## config.mk

```make
export PLATFORM = sky130hd
export DESIGN_NAME = uart_frame_collector
export DESIGN_NICKNAME = d
export VERILOG_FILES = /design/src/rtl/uart_frame_collector.sv
export SDC_FILE = /design/constraint.sdc
export NUM_CORES = 1
export LEC_CHECK = 0
export BUFFER_PORTS_ARGS = -buffer_cell sky130_fd_sc_hd__buf_2
export CAP_MARGIN = 20
export CORE_UTILIZATION = 45
export CTS_CLUSTER_DIAMETER = 40
export DETAILED_ROUTE_END_ITERATION = 8
export PLACE_DENSITY = 0.65
export SYNTH_ARGS = -nofsm -noshare
export SYNTH_HDL_FRONTEND = slang
export SYNTH_SLANG_ARGS = --single-unit
```

## constraint.sdc

```tcl
create_clock -name clk_i -period 2.9 [get_ports clk_i]
set_input_delay 0.435 -clock clk_i [delete_from_list [all_inputs] [get_ports clk_i]]
set_output_delay 0.435 -clock clk_i [all_outputs]
set_load 0.01 [all_outputs]
```

## src/rtl/uart_frame_collector.sv

```systemverilog
// Collects BYTE_NUM received UART bytes into one frame with a per-byte parity error mask.
// Completed frames go to a valid/ready output slot. A partial frame is dropped after an idle timeout.
module uart_frame_collector #(
    parameter int BYTE_NUM       = 4,
    parameter bit MSB_FIRST      = 1'b1,
    parameter int TIMEOUT_CYCLES = 114576
) (
    input  logic                  clk_i,
    input  logic                  rst_n_i,
    input  logic                  rx_byte_valid_i,
    input  logic [7:0]            rx_byte_i,
    input  logic                  rx_parity_ok_i,
    input  logic                  frame_ready_i,
    output logic                  frame_valid_o,
    output logic [8*BYTE_NUM-1:0] frame_data_o,
    output logic                  frame_err_o,
    output logic [BYTE_NUM-1:0]   frame_err_mask_o,
    output logic                  busy_o,
    output logic                  timeout_o,
    output logic                  overrun_o
);
    localparam int CW = $clog2(BYTE_NUM + 1);
    localparam int DW = 8 * BYTE_NUM;

    typedef enum logic {S_IDLE, S_COLLECT} state_t;

    state_t              state_q, state_d;
    logic [CW-1:0]       cnt_q;
    logic [DW-1:0]       asm_q, asm_d;
    logic [BYTE_NUM-1:0] amask_q, amask_d;
    logic                complete, expire, load;
    logic                timeout_q, overrun_q;

    // The arriving byte is merged combinationally so the final byte reaches the slot in the same edge
    always_comb begin
        asm_d   = asm_q;
        amask_d = amask_q;
        for (int i = 0; i < BYTE_NUM; i++) begin
            if (cnt_q == CW'(i)) begin
                if (MSB_FIRST) asm_d[8*(BYTE_NUM-1-i) +: 8] = rx_byte_i;
                else           asm_d[8*i +: 8]              = rx_byte_i;
                amask_d[i] = ~rx_parity_ok_i;
            end
        end
    end

    assign complete = rx_byte_valid_i && (cnt_q == CW'(BYTE_NUM - 1));
    assign load     = complete && (!frame_valid_o || frame_ready_i);

    always_comb begin
        state_d = state_q;
        case (state_q)
            S_IDLE:    if (rx_byte_valid_i && !complete) state_d = S_COLLECT;
            S_COLLECT: if (complete || expire)           state_d = S_IDLE;
            default:   state_d = S_IDLE;
        endcase
    end

    generate
        if (TIMEOUT_CYCLES > 0) begin : g_to
            localparam int TW = (TIMEOUT_CYCLES > 1) ? $clog2(TIMEOUT_CYCLES) : 1;
            logic [TW-1:0] to_cnt_q;

            always_ff @(posedge clk_i or negedge rst_n_i) begin
                if (!rst_n_i)
                    to_cnt_q <= '0;
                else if (state_q != S_COLLECT || rx_byte_valid_i || expire)
                    to_cnt_q <= '0;
                else
                    to_cnt_q <= to_cnt_q + 1'b1;
            end

            assign expire = (state_q == S_COLLECT) && !rx_byte_valid_i &&
                            (to_cnt_q == TW'(TIMEOUT_CYCLES - 1));
        end else begin : g_no_to
            assign expire = 1'b0;
        end
    endgenerate

    always_ff @(posedge clk_i or negedge rst_n_i) begin
        if (!rst_n_i) begin
            state_q          <= S_IDLE;
            cnt_q            <= '0;
            asm_q            <= '0;
            amask_q          <= '0;
            frame_valid_o    <= 1'b0;
            frame_data_o     <= '0;
            frame_err_mask_o <= '0;
            timeout_q        <= 1'b0;
            overrun_q        <= 1'b0;
        end else begin
            state_q   <= state_d;
            timeout_q <= expire;
            overrun_q <= complete && !load;
            if (rx_byte_valid_i) begin
                asm_q   <= asm_d;
                amask_q <= amask_d;
                cnt_q   <= complete ? '0 : cnt_q + 1'b1;
            end else if (expire) begin
                cnt_q <= '0;
            end
            if (load) begin
                frame_valid_o    <= 1'b1;
                frame_data_o     <= asm_d;
                frame_err_mask_o <= amask_d;
            end else if (frame_valid_o && frame_ready_i) begin
                frame_valid_o <= 1'b0;
            end
        end
    end

    assign frame_err_o = |frame_err_mask_o;
    assign busy_o      = (state_q == S_COLLECT);
    assign timeout_o   = timeout_q;
    assign overrun_o   = overrun_q;
endmodule

```

; Word-level counts from Yosys, hierarchy flattened
; Cells that the tools add are included.
[op_classes]
n_lt_le_gt_ge = 0
mul = 0
n_eq_ne = 4
muxes = 17
bitwise_logic = 2
n_reduce_logical = 19
addsub = 2
shifts = 0
div_mod_pow = 0
[ops]
columns = op, count
row1 = 8-bit two-way mux, 3
row2 = "17-bit by 1-bit adder with 17-bit output, second input constant", 1
row3 = "17-bit equality test, second input constant", 1
row4 = 17-bit two-way mux, 1
row5 = 16-bit two-way mux, 1
row6 = 3-bit two-way mux, 3
row7 = 1-bit two-way mux, 8
row8 = 1-bit logical AND, 7
row9 = "3-bit by 2-bit equality test with 1-bit output, second input constant", 2
row10 = 1-bit zero test, 4
row11 = 1-bit logical OR, 4
row12 = 2-bit nonzero test, 2
row13 = 4-bit OR reduction, 1
row14 = "3-bit by 1-bit adder with 3-bit output, second input constant", 1
row15 = "3-bit by 1-bit equality test with 1-bit output, second input constant", 1
row16 = 3-bit zero test, 1
row17 = 1-bit inverter, 2
row18 = 1-bit case mux with 2 select lines, 1
[word_totals]
ram_bits = 0
register_bits = 96
mem_bits_ro = 0
inputBits = 13
latch_bits = 0
memories = 0

; Depth between registers and ports, before layout
[depth]
depth_word = 6
mapped_depth = 7
depth_no_buf = 6

; Least setup slack after synthesis
; No wires, ideal clock.
[synth_path]
kind = register to register
startpoint = register g_to.to_cnt_q[5]
endpoint = register state_q (netlist: busy_o)
slack_ps = 1071
path_stages_with_launch = 6
required_ps = 2777
n_path_buf = 1
arrival_time_ps = 1706
setup_ps = 123
path_cell_list = dfrtp_1 or3_1 or4_4 o21ai_4 buf_6 nand2_1
[synth_via]
elab_chain_cells = 5
[synth_lines]
columns = item, line_no
row1 = start: declaration, 62  ; logic [TW-1:0] to_cnt_q;
row2 = start signal: assignment, 70  ; to_cnt_q <= to_cnt_q + 1'b1;
row3 = 17-bit equality test, 74  ; (to_cnt_q == TW'(TIMEOUT_CYCLES - 1));
row4 = 1-bit logical AND, 73  ; assign expire = (state_q == S_COLLECT) && !rx_byte_valid_i &&
row5 = 1-bit logical OR, 54  ; S_COLLECT: if (complete || expire) state_d = S_IDLE;
row6 = 1-bit two-way mux, 54
row7 = 1-bit case mux with 2 select lines, 52  ; case (state_q)
row8 = net state_d, 27  ; state_t state_q, state_d;
row9 = end signal: assignment, 92  ; state_q <= state_d;
row10 = end: declaration, 27
; The timed path passes the listed nets, and every way through them passes these cells.
; A chain may end at the register's enable or synchronous reset.

; Final worst setup path
[layout_path]
startpoint = register g_to.to_cnt_q[5]
endpoint = register g_to.to_cnt_q[5]
[layout_via]
elab_chain_cells = 4
elab_cells_between_ends = 5
[layout_lines]
columns = item, line_no
row1 = branches (longest 3 deep; another with 17-bit by 1-bit adder with 17-bit output), --
row2 = 17-bit two-way mux (*), 67  ; else if (state_q != S_COLLECT || rx_byte_valid_i || expire)
; Mark *: on every way between the ends.

==> reports/metrics.yaml <==
synthesis:
  synth_compound_area_share_pct: 5.44
  yosys_warnings: 0
  synth.top_cell.area_share_pct: 57.3
  synth_common_cells: "dfrtp_1, nand2_1, mux2_2, o21ai_0, mux2i_1"
  synthXorXnorAreaFrac_pct: 3.23
  ys.flop_type: "dfrtp_1"
  syn_avg_cell_area_um2: 11.7
  muxShareOfSynthArea_pct: 16.6
  synth_edf_count: 0
  synthTopCellsByArea: "dfrtp_1, mux2_2, mux2i_1"
  synthSimpleGateAreaFrac_pct: 12.7
  synth-seq-cells: 87
  yosysSeqAreaShare_pct: 57.3
  synthCells: 324
  synthAdderAreaFrac_pct: 1.65
  synth.most_common_cell: "dfrtp_1"
  yosysTopAreaCell: "dfrtp_1"
  syn_area_um2: 3800
  synth_top_family_by_area: "multiplexers"
  ys_types: 35
  synth_nets: 342
  synthArstFlopShare_pct: 100
floorplanning:
  coreArea_um2: 8180
  fp.dieH_um: 93.9
  dieArea_um2: 8810
  die_w_um: 93.9
  initial_core_util_pct: 46.4
  io_pins: 54
  row_count: 33
clock_tree:
  ctsResizeCount: 0
  cts-buffers-inserted: 9
  htree_levels: 3
  clockBufferDepth: 2
  cts_hold_buffers: 0
  insertion_delay_ns: 0.36
  cts_sinks: 87
  cts_tree: "done"
  post_cts_buffers: 0
  cts_root_buf: "clkbuf_8"
  clk_pin_slew_ns: 0.09
setup_path:
  crit_path_start_kind: "flop"
  crit_buf_inv: 0
  slowest_stage: "or4_4"
  cpLargestDelayFamily: "simple AND/OR/NAND/NOR gates"
  cp.required_ns: 3.13
  path_max_fanout: 18
  crit_type: "reg -> reg"
  worstPathArrival_ns: 2.23
  critPathMaxStageDelay_ns: 0.53
  reg2regPathDepth: 4
  end_kind: "flop"
  cp.depth: 4
  crit_path_cell_trace: "or3_1 -> or4_4 -> o21ai_4 -> nor2_1"
cells_and_area:
  syn_to_final_growth_pct: 15.8
  fillers: 734
  layout-drive-gt1-share_pct: 29.1
  nets: 395
  antennaDiodeCount: 0
  final_cells: 487
  final_area_um2: 4400
global_route:
  grt_pass1_vias: 2349
  globalRouteOverflowTotal: 0
  grt_antenna_before_repair: 0
  grt_max_degree: 88
  grt_usage_pct: 17.1
  grt_pass1_wl_mm: 11.4
placed_design:
  place_inst: 471
  place_congestion: 0.782
  dp_hpwl_mm: 4.55
  placed_cell_area_um2: 4170
  portBuffers: 53
drt:
  drtIter0Drc: 136
  firstDrtPassIters: 4
  routedWlPerCell_um: 14.2
  ant_nets: 0
  drc: 0
  vias: 2445
  avgViaCountPerCell: 5.02
  wirelength_mm: 6.92
pwr:
  finalPower_uw: 4190
  p_per_area_nw_per_um2: 952
  irDropWorstVdd_mv: 0.462
  leakagePower_uw: 0.00208
sta:
  fmax_ghz: 0.500
  rsz0062_at_grt: "no"
  holdWs_ns: 0.0788
  slew_viol_final: 0
  worst_pin_slew_ns: 0.692
  min_period_ns: 2.00
  hold_viol: 0
  clock_skew_ns: 0.00804
  setup_viol: 0
  layout_worst_path_cycle_share_pct: 69.0
  maxSlewHeadroom_pct: 53.9
  tns_ns: 0
flow_run:
  drv_cap: 0
hold_path:
  min_path_type: "in -> async"
run_status:
  status: "finished clean"
==> final timing paths <==
check	from	to	slack [ns]
min in group clk_i	rx_parity_ok_i	frame_err_mask_o[3]	0.35
worst min-delay path	rst_n_i	frame_data_o[10]	0.08
max in group asynchronous	rst_n_i	frame_data_o[15]	2.45
worst max-delay path	g_to.to_cnt_q[5]	g_to.to_cnt_q[5]	0.90
worst min register to register	frame_data_o[18]	frame_data_o[18]	0.48
worst max register to register	g_to.to_cnt_q[5]	g_to.to_cnt_q[5]	0.90
==> layer usage <==
metal | global-route usage [%] | vias up | part of all wire [%]
met5 | 0 | - | 0
met2 | 26.1 | 42 | 46
met1 | 22.8 | 1162 | 48
met4 | 10.4 | 0 | 3.0
met3 | 2.91 | 16 | 2.6
li1 | - | 1225 | -
==> final cells by class <==
type | count | area [um2] | share of cell area [%]
flip-flops and latches | 87 | 2180 | 49.5
clock buffers | 10 | 138 | 3.13
repair buffers | 56 | 315 | 7.17
well taps | 105 | 131 | 2.99
multi-input cells | 214 | 1510 | 34.3
inverters | 9 | 33.8 | 0.768
clock inverters | 6 | 92.6 | 2.11
==> cells by family (layout without fill, tap and decap cells) <==
kind of cell | Yosys count | after routing
AND/OR/NAND/NOR | 98 | 98
flip-flops | 87 | 87
multiplexers | 59 | 59
AO/OA/AOI/OAI | 38 | 38
buffers and inverters | 23 | 81
XOR/XNOR | 14 | 14
adder cells (fa/ha/maj) | 5 | 5
==> per-stage QoR <==
stage	setup slack (ns)	utilization, %
final	0.898	53.8
after floorplan	1.07	-
after detailed placement	0.881	51.0
after CTS	0.874	53.8
after global routing	0.796	53.8
after global placement	0.950	51.0
==> worst register-to-register path, stage by stage, from the launching register on <==
cell and delay (ns):
dfrtp_1 0.43, or3_1 0.39, or4_4 0.53, o21ai_4 0.42, nor2_1 0.12
==> state kept, by name (all words and copies together), names as in the netlist <==
register,cells
g_to.to_cnt_q,17
amask_q,3
frame_err_mask_o,4
frame_data_o,32
overrun_o,1
busy_o,1
asm_q,24
timeout_o,1
frame_valid_o,1
cnt_q,3
==> report_power, final <==
part	internal [uW]	switching, uW	leakage, uW
clock network	513	436	0.000109
logic	670	695	0.000874
registers	1660	219	0.00110
total	2840	1350	0.00208
==> cells in the final DEF (no fill, tap or decap), types with 2 or more instances in the layout <==
| master | instances |
|---|---|
| nand4_1 | 6 |
| dfrtp_1 | 87 |
| nand3_1 | 8 |
| nor4_1 | 4 |
| clkinvlp_4 | 2 |
| nor2_1 | 23 |
| or4_1 | 2 |
| nand2b_1 | 3 |
| or3_1 | 2 |
| mux2i_1 | 26 |
| nor3_1 | 4 |
| buf_4 | 2 |
| bufinv_16 | 2 |
| ha_1 | 5 |
| xor2_1 | 2 |
| buf_12 | 2 |
| mux2_2 | 33 |
| buf_2 | 52 |
| inv_1 | 9 |
| o21ai_0 | 32 |
| clkbuf_8 | 10 |
| xnor2_1 | 12 |
| a21oi_1 | 3 |
| nand2_1 | 37 |
No activity file was read; power rests on OpenSTA's default activity.
